===== src/rtl/vgachargen_map_writer.sv =====
// Write-port controller for the text-mode character/colour maps.
// Arbitrates the single map write port between a host valid/ready channel
// and a fill engine that paints whole row ranges with one char/colour.
module vgachargen_map_writer #(
  parameter int COLS   = 80,
  parameter int ROWS   = 30,
  parameter int ADDR_W = $clog2(COLS*ROWS),
  parameter int ROW_W  = $clog2(ROWS),
  parameter int CH_W   = 8,
  parameter int COL_W  = 8
) (
  input  logic              clk_i,
  input  logic              rst_ni,
  input  logic              host_valid_i,
  output logic              host_ready_o,
  input  logic [ADDR_W-1:0] host_addr_i,
  input  logic [CH_W-1:0]   host_char_i,
  input  logic [COL_W-1:0]  host_col_i,
  input  logic              host_char_we_i,
  input  logic              host_col_we_i,
  input  logic              fill_start_i,
  input  logic [ROW_W-1:0]  fill_row_first_i,
  input  logic [ROW_W-1:0]  fill_row_last_i,
  input  logic [CH_W-1:0]   fill_char_i,
  input  logic [COL_W-1:0]  fill_col_i,
  output logic              fill_busy_o,
  output logic              fill_done_o,
  output logic              err_o,
  output logic [ADDR_W-1:0] ch_map_addr_o,
  output logic [CH_W-1:0]   ch_map_data_o,
  output logic              ch_map_wen_o,
  output logic [ADDR_W-1:0] col_map_addr_o,
  output logic [COL_W-1:0]  col_map_data_o,
  output logic              col_map_wen_o
);

  localparam logic [ADDR_W:0]  CELLS  = (ADDR_W+1)'(COLS*ROWS);
  localparam logic [ROW_W:0]   ROWS_L = (ROW_W+1)'(ROWS);
  localparam logic [ADDR_W-1:0] COLS_A = ADDR_W'(COLS);

  typedef enum logic [0:0] {S_IDLE, S_FILL} state_t;

  state_t            state_q, state_d;
  logic              fair_q, fair_d;
  logic [ADDR_W-1:0] cnt_q, cnt_d;
  logic [ADDR_W-1:0] end_q, end_d;
  logic [CH_W-1:0]   fchar_q, fchar_d;
  logic [COL_W-1:0]  fcol_q, fcol_d;
  logic [ADDR_W-1:0] ch_addr_q, ch_addr_d;
  logic [CH_W-1:0]   ch_data_q, ch_data_d;
  logic              ch_wen_q, ch_wen_d;
  logic [ADDR_W-1:0] col_addr_q, col_addr_d;
  logic [COL_W-1:0]  col_data_q, col_data_d;
  logic              col_wen_q, col_wen_d;
  logic              busy_q, busy_d;
  logic              done_q, done_d;
  logic              err_q, err_d;

  logic host_xfer;
  logic host_bad;
  logic range_ok;

  // Host is held off for one cycle after each transfer while filling, so
  // fill and host alternate under contention.
  assign host_ready_o = (state_q == S_IDLE) | ~fair_q;
  assign host_xfer    = host_valid_i & host_ready_o;
  assign host_bad     = ({1'b0, host_addr_i} >= CELLS);
  assign range_ok     = (fill_row_first_i <= fill_row_last_i) &&
                        ({1'b0, fill_row_last_i} < ROWS_L);

  // Next-state: host write has priority, fill steps only on host-free cycles.
  always_comb begin
    state_d    = state_q;
    fair_d     = 1'b0;
    cnt_d      = cnt_q;
    end_d      = end_q;
    fchar_d    = fchar_q;
    fcol_d     = fcol_q;
    ch_addr_d  = ch_addr_q;
    ch_data_d  = ch_data_q;
    ch_wen_d   = 1'b0;
    col_addr_d = col_addr_q;
    col_data_d = col_data_q;
    col_wen_d  = 1'b0;
    done_d     = 1'b0;
    err_d      = 1'b0;

    if (host_xfer) begin
      fair_d = (state_q == S_FILL);
      if (host_bad) begin
        err_d = 1'b1;
      end else begin
        if (host_char_we_i) begin
          ch_wen_d  = 1'b1;
          ch_addr_d = host_addr_i;
          ch_data_d = host_char_i;
        end
        if (host_col_we_i) begin
          col_wen_d  = 1'b1;
          col_addr_d = host_addr_i;
          col_data_d = host_col_i;
        end
      end
    end

    case (state_q)
      S_IDLE: begin
        if (fill_start_i) begin
          if (range_ok) begin
            fchar_d = fill_char_i;
            fcol_d  = fill_col_i;
            cnt_d   = ADDR_W'(fill_row_first_i) * COLS_A;
            end_d   = (ADDR_W'(fill_row_last_i) + ADDR_W'(1)) * COLS_A - ADDR_W'(1);
            state_d = S_FILL;
          end else begin
            err_d = 1'b1;
          end
        end
      end
      S_FILL: begin
        if (!host_xfer) begin
          ch_wen_d   = 1'b1;
          ch_addr_d  = cnt_q;
          ch_data_d  = fchar_q;
          col_wen_d  = 1'b1;
          col_addr_d = cnt_q;
          col_data_d = fcol_q;
          cnt_d      = cnt_q + ADDR_W'(1);
          if (cnt_q == end_q) begin
            state_d = S_IDLE;
            done_d  = 1'b1;
          end
        end
      end
      default: state_d = S_IDLE;
    endcase

    busy_d = (state_d == S_FILL);
  end

  // State, fill engine and registered map-port outputs.
  always_ff @(posedge clk_i or negedge rst_ni) begin
    if (!rst_ni) begin
      state_q    <= S_IDLE;
      fair_q     <= 1'b0;
      cnt_q      <= '0;
      end_q      <= '0;
      fchar_q    <= '0;
      fcol_q     <= '0;
      ch_addr_q  <= '0;
      ch_data_q  <= '0;
      ch_wen_q   <= 1'b0;
      col_addr_q <= '0;
      col_data_q <= '0;
      col_wen_q  <= 1'b0;
      busy_q     <= 1'b0;
      done_q     <= 1'b0;
      err_q      <= 1'b0;
    end else begin
      state_q    <= state_d;
      fair_q     <= fair_d;
      cnt_q      <= cnt_d;
      end_q      <= end_d;
      fchar_q    <= fchar_d;
      fcol_q     <= fcol_d;
      ch_addr_q  <= ch_addr_d;
      ch_data_q  <= ch_data_d;
      ch_wen_q   <= ch_wen_d;
      col_addr_q <= col_addr_d;
      col_data_q <= col_data_d;
      col_wen_q  <= col_wen_d;
      busy_q     <= busy_d;
      done_q     <= done_d;
      err_q      <= err_d;
    end
  end

  assign fill_busy_o    = busy_q;
  assign fill_done_o    = done_q;
  assign err_o          = err_q;
  assign ch_map_addr_o  = ch_addr_q;
  assign ch_map_data_o  = ch_data_q;
  assign ch_map_wen_o   = ch_wen_q;
  assign col_map_addr_o = col_addr_q;
  assign col_map_data_o = col_data_q;
  assign col_map_wen_o  = col_wen_q;

endmodule


===== config.mk =====
export PLATFORM = sky130hd
export DESIGN_NAME = vgachargen_map_writer
export DESIGN_NICKNAME = d
export VERILOG_FILES = /design/src/rtl/vgachargen_map_writer.sv
export SDC_FILE = /design/constraint.sdc
export NUM_CORES = 1
export LEC_CHECK = 0
export ABC_AREA = 1
export BUFFER_PORTS_ARGS = -buffer_cell sky130_fd_sc_hd__buf_2
export CORE_AREA = 2 2 121 123
export CTS_BUF_LIST = sky130_fd_sc_hd__clkbuf_8
export CTS_CLUSTER_SIZE = 12
export DETAILED_ROUTE_END_ITERATION = 7
export DIE_AREA = 0 0 123 125
export HOLD_SLACK_MARGIN = 0.1
export PLACE_DENSITY_LB_ADDON = 0.15
export SYNTH_ARGS = -nofsm -noshare
export SYNTH_HDL_FRONTEND = slang
export SYNTH_SLANG_ARGS = --single-unit

===== constraint.sdc =====
create_clock -name clk_i -period 1.9 [get_ports clk_i]
set_input_delay 0.285 -clock clk_i [delete_from_list [all_inputs] [get_ports clk_i]]
set_output_delay 0.285 -clock clk_i [all_outputs]
set_load 0.01 [all_outputs]

## After elaboration in Yosys (flattened, before gate mapping)

Cells that the tools add are included.
Widths: inputs -> output; s select.

| word-level totals | value |
|---|---|
| bits in registers | 86 |
| bits in latches | 0 |
| RAM bits | 0 |
| ROM bits | 0 |
| bits of input ports | 60 |
| word-level logic and storage cells | 81 |
| memories kept | 0 |

| cells by class | value |
|---|---|
| add/sub/neg operators | 3 |
| multipliers | 2 |
| divide/modulo/power cells | 0 |
| magnitude comparators | 3 |
| eq/ne operators | 4 |
| shifts and indexed selects | 0 |
| multiplexer cells | 48 |
| bitwise operators | 4 |
| reductions and logical operators | 3 |

Operators by type and width:

| cell | number |
|---|---|
| $mux 12 | 13 |
| $mux 8 | 10 |
| $pmux 12 s2 | 1 |
| $mux 1 | 23 |
| $add 12x1->12 const B | 1 |
| $eq 12x12->1 | 1 |
| $ge 12x12->1 const B | 1 |
| $sub 12x1->12 const B | 1 |
| $mul 5x3->8 const B | 1 |
| $mul 6x3->8 const B | 1 |
| $add 5x1->6 const B | 1 |
| $ne 2x2->1 const B | 3 |
| $reduce_and 3->1 | 2 |
| $le 5x5->1 | 1 |
| $lt 5x5->1 const B | 1 |
| $not 1->1 | 2 |
| $pmux 1 s2 | 1 |
| $and 1x1->1 | 1 |
| $logic_and 1x1->1 | 1 |
| $or 1x1->1 | 1 |

## Longest topological paths before layout

| logic depth | value |
|---|---|
| depth in word-level cells | 7 |
| depth in mapped cells | 14 |

## Worst setup path before layout

Ideal clock, no wire load.

| timing path | value |
|---|---|
| path type | input to register |
| from | in fill_row_last_i[0] |
| to | reg end_q[11] |
| library setup time | 0.117 ns |
| data arrival time | 2.151 ns |
| required time | 1.783 ns |
| setup slack | -0.367 ns |
| stages | 13 |
| buffers on the path | 0 |
| cells stage by stage | ha_1 nand3_1 xor2_1 ha_1 fa_1 inv_1 nand4_1 nor2_1 nand2_1 nand2_1 nand2_1 nand2_1 nand2_1 |

| between the ends | value |
|---|---|
| longest elaborated chain between the ends | 3 |

Ends and longest elaborated chain:

| what | line | source |
|---|---|---|
| from (decl) | 23 | `input logic [ROW_W-1:0] fill_row_last_i,` |
| $add 5x1->6 (tied with other cells) | 113 | `end_d = (ADDR_W'(fill_row_last_i) + ADDR_W'(1)) * COLS_A - ADDR_W'(1);` |
| $mul 6x3->8 or $logic_and 1x1->1 (tied branches) | 113, 68 |  |
| $sub 12x1->12 or $reduce_and 3->1 (tied branches) | n/a |  |
| to (signal assigned) | 163 | `end_q <= end_d;` |
| to (decl) | 46 | `logic [ADDR_W-1:0] end_q, end_d;` |

Several ways; a longest one is shown, not always the timed one.
A chain may end at the register's enable or synchronous reset.

## Final worst setup path

Same ends and word-level chain as after synthesis.

==> metrics.md <==
| Metric | Value |
|---|---|
| # placed instances | 934 |
| DIE AREA | 0.0154 mm2 |
| Worst path bufs/invs | 2 |
| Placer Congestion | 0.840 |
| Max FO, Critical Path | 3 |
| Hold Path Class | in -> reg |
| Layout cells sized above 1 | 0.248 |
| Hold Path End | fchar_q[4] |
| Period utilisation layout | 0.996 |
| Gr ovfl total | 0 |
| Clock Path Buffers | 2 |
| Syn Area/Cell | around 7.6 um2 |
| Number of synthesized flops with an enable pin | 0 |
| Buffers added on ports | about 110 |
| PD cells | 1260 mW/mm2 |
| Reg2reg path depth | 8 |
| Slowest stage cell, crit path | fa_2 |
| Area Growth Syn to Fin | 28.2% |
| Worst setup SP type | input pin |
| Clock-pin slew on the worst setup and hold paths | 0.09 ns |
| Share of the synthesized area in the top cell type | 0.431 |
| Final Util | 0.435 |
| Distinct cells, synth | 36 |
| Met1 Usage GRT | 0.245 |
| Static leakage | 3.33 nW |
| Root Buffer | clkbuf_8 |
| Max VDD drop | about 420 uV |
| Global-route wire length before repair | 21.2 mm |
| Final ANT Viol Nets | 0 |
| Largest delay contributor family on the critical path | adder cells |
| R2r setup slk | roughly 0.33 ns |
| Final hold violation count | 0 |
| Syn. warnings | 0 |
| Syn_nets | approximately 700 |
| # setup viols final | 0 |
| Max Slew Vio Count | 0 |
| Critical-path cell list | buf_8 -> ha_4 -> xor2_4 -> ha_2 -> ha_4 -> fa_2 -> inv_2 -> nand4_1 -> nor2_1 -> nand2_1 -> nand2_1 -> nand2_1 -> nand2_1 -> nand2_1 |
| Via count | between 4k and 5k |
| RR Endpoint | cnt_q[4] |
| Max-cap violation count | 0 |
| Post-synth ARST share | 1.00 |
| Worst Tran Pin Value | 0.523 ns |
| #FFs+latches synth | a little over 80 |
| RSZ-0062 raised after global routing | yes |
| Hold Crit Depth | 3 |
| Synth area leader | dfrtp_1 |
| Arrival @ worst endpoint | approximately 2.2 ns |
| # clock sinks | 83 |
| Initial antenna violation count | 0 |
| Synth Cell Area | approximately 0.0048 mm2 |
| First DRT Iteration DRCs | slightly below 300 |
| Clock Latency Late Sink | 0.36 ns |
| Post-DP HPWL | 9.89 mm |
| Row cnt | 44 |
| Worst setup EP type | flop |
| Largest net degree at the start of global routing | 36 |
| Critical path's most frequent cell | nand2_1 |
| Post-synthesis sequential area ratio | 0.431 |
| Critical path class | in -> reg |
| Vias in the first global route | roughly 4.3k |
| Met2 Use GR | 0.270 |
| Top cells by area, synth | dfrtp_1 43%, nand2_1 17%, nand3_1 5.7%, nor2_1 5.3%, ha_1 4.9% |
| Fmax | 528 MHz |
| GR Util All Layers | 0.174 |
| Initial core utilization | 0.339 |
| Post-Syn Instances | 632 |
| H-Tree Depth | 3 |
| Top Usage Layer GRT | met2 |
| Via/cell ratio | 4.66 |
| DRC | 0 |
| Core area | 0.0142 mm2 |
| Initial DRT Pass Iterations | 4 |
| Hold_sp | fill_char_i[4] |
| Hold_ws | approximately 0.11 ns |
| N_diodes | 0 |
| IO Count | 106 |
| Die height | 125 um |
| Min Tclk post-route | 1.89 ns |
| Run status | complete, no violations |
| Chip width | 123 um |
| Met3 GRT Util | 0.0319 |
| Worst EP required | 2.16 ns |
| DR WL/cell | 13.8 um |
| Total CTS buffers | 9 |
| Rel. slew slack | 0.652 |
| CP max stage delay | 0.43 ns |
| Primary FF master, synth | dfrtp_1 |
| Final cell count without fillers | about 960 |
| Crit Reg-Reg Startpoint | fill_busy_o |
| Setup Skew | between 0.008 and 0.009 ns |
| Overall routed net length | 13.2 mm |
| CTS tree | done |
| Final nets | 850 |
==> routing by layer <==
layer  vias up  wire (um)
met1      2067       6180
met4         0        173
met3        13        675
met5         -          0
li1       2281          -
met2       103       6140
==> registers in the layout, indices dropped and copies added (netlist names) <==
signal and cells:
cnt_q 12, fair_q 1, col_map_addr_o 12, fcol_q 8, end_q 9, ch_map_wen_o 1
err_o 1, fill_busy_o 1, col_map_data_o 8, ch_map_addr_o 12, fill_done_o 1, ch_map_data_o 8
col_map_wen_o 1, fchar_q 8
==> worst max path at each step <==
stage,from,end,slack [ns],cells after the start
2_1_floorplan,fill_row_last_i[0],end_q[11],-0.20,13
3_3_place_gp,fill_row_last_i[0],end_q[11],-0.39,14
3_5_place_dp,fill_row_last_i[0],end_q[11],-0.46,14
4_1_cts,fill_row_last_i[1],end_q[10],0.005,14
5_1_grt,fill_row_last_i[1],end_q[11],-0.06,14
6_report,fill_row_last_i[0],end_q[11],0.007,14
==> cells by family (layout without fill, tap and decap cells) <==
family                   Yosys count  in the layout  share of synthesized area
flip-flops                        83             83                      0.431
other                              1              1                   0.000778
AND/OR/NAND/NOR                  405            405                      0.376
XOR/XNOR                          20             20                     0.0363
adder cells (fa/ha/maj)           21             21                     0.0576
buffers and inverters             81            222                     0.0753
AO/OA/AOI/OAI                     21             21                     0.0234
==> layout by cell type, fill, tap and decap left out, drive strengths merged, types with 2 or more instances in the layout <==
cell type    count
nand2          227
buf            148
dfrtp           83
nor2            68
nand3           57
inv             53
nand4           25
nand3b          22
ha              19
o21ai           14
xor2            12
clkbuf           9
xnor2            8
dlygate4sd3      5
a21oi            5
clkinv           5
nor3             2
fa               2
==> power breakdown <==
group	switching, W	internal, W	leakage [nW]
clock network	0.000680	0.000603	0.0955
registers	0.000578	0.00256	1.02
logic	0.00194	0.00145	2.21
total	0.00320	0.00462	3.33
==> cell type report <==
type	instances	area, um2
timing repair buffer	153	956
fill	1519	8030
inverter	54	204
clock buffer	9	124
clock inverter	6	65.1
sequential	83	2080
tap	184	230
multi-input combinational	468	2520
==> per-stage QoR <==
stage / TNS (ns) / worst slack (ns) / total power [W] / area [um2]
final: 0 / 0.00741 / 0.00781 / 6180
after floorplan: -0.426 / -0.200 / 0.00527 / 4860
after detailed placement: -3.56 / -0.464 / 0.00655 / 5780
after CTS: 0 / 0.00483 / 0.00787 / 6060
after global routing: -0.105 / -0.0610 / 0.00852 / 6180
after global placement: -2.65 / -0.388 / 0.00647 / 5780
==> synthesized netlist by cell type, types with 5 or more instances <==
cell / n
inv_1: 49
nand4_1: 23
nand3_1: 55
ha_1: 19
nand2_1: 223
dfrtp_1: 83
nand3b_1: 22
nor2_1: 68
a21oi_1: 5
xor2_1: 12
xnor2_1: 8
buf_2: 15
o21ai_1: 10
==> timing repair <==
action / in CTS / in global routing
endpoints found under the setup margin: 2 / 4
resized for setup: 6 / 17
endpoints found under the hold margin: 37 / 0
pin swaps: 6 / 12
hold buffers: 5 / 0
setup buffers: 1 / 2
==> worst min-delay path: cells and delay by family <==
kind	cells	cell delay, ns
buffers and inverters	1	0.08
and+or+nand+nor	2	0.08
Power figures use the tool's default switching activity.
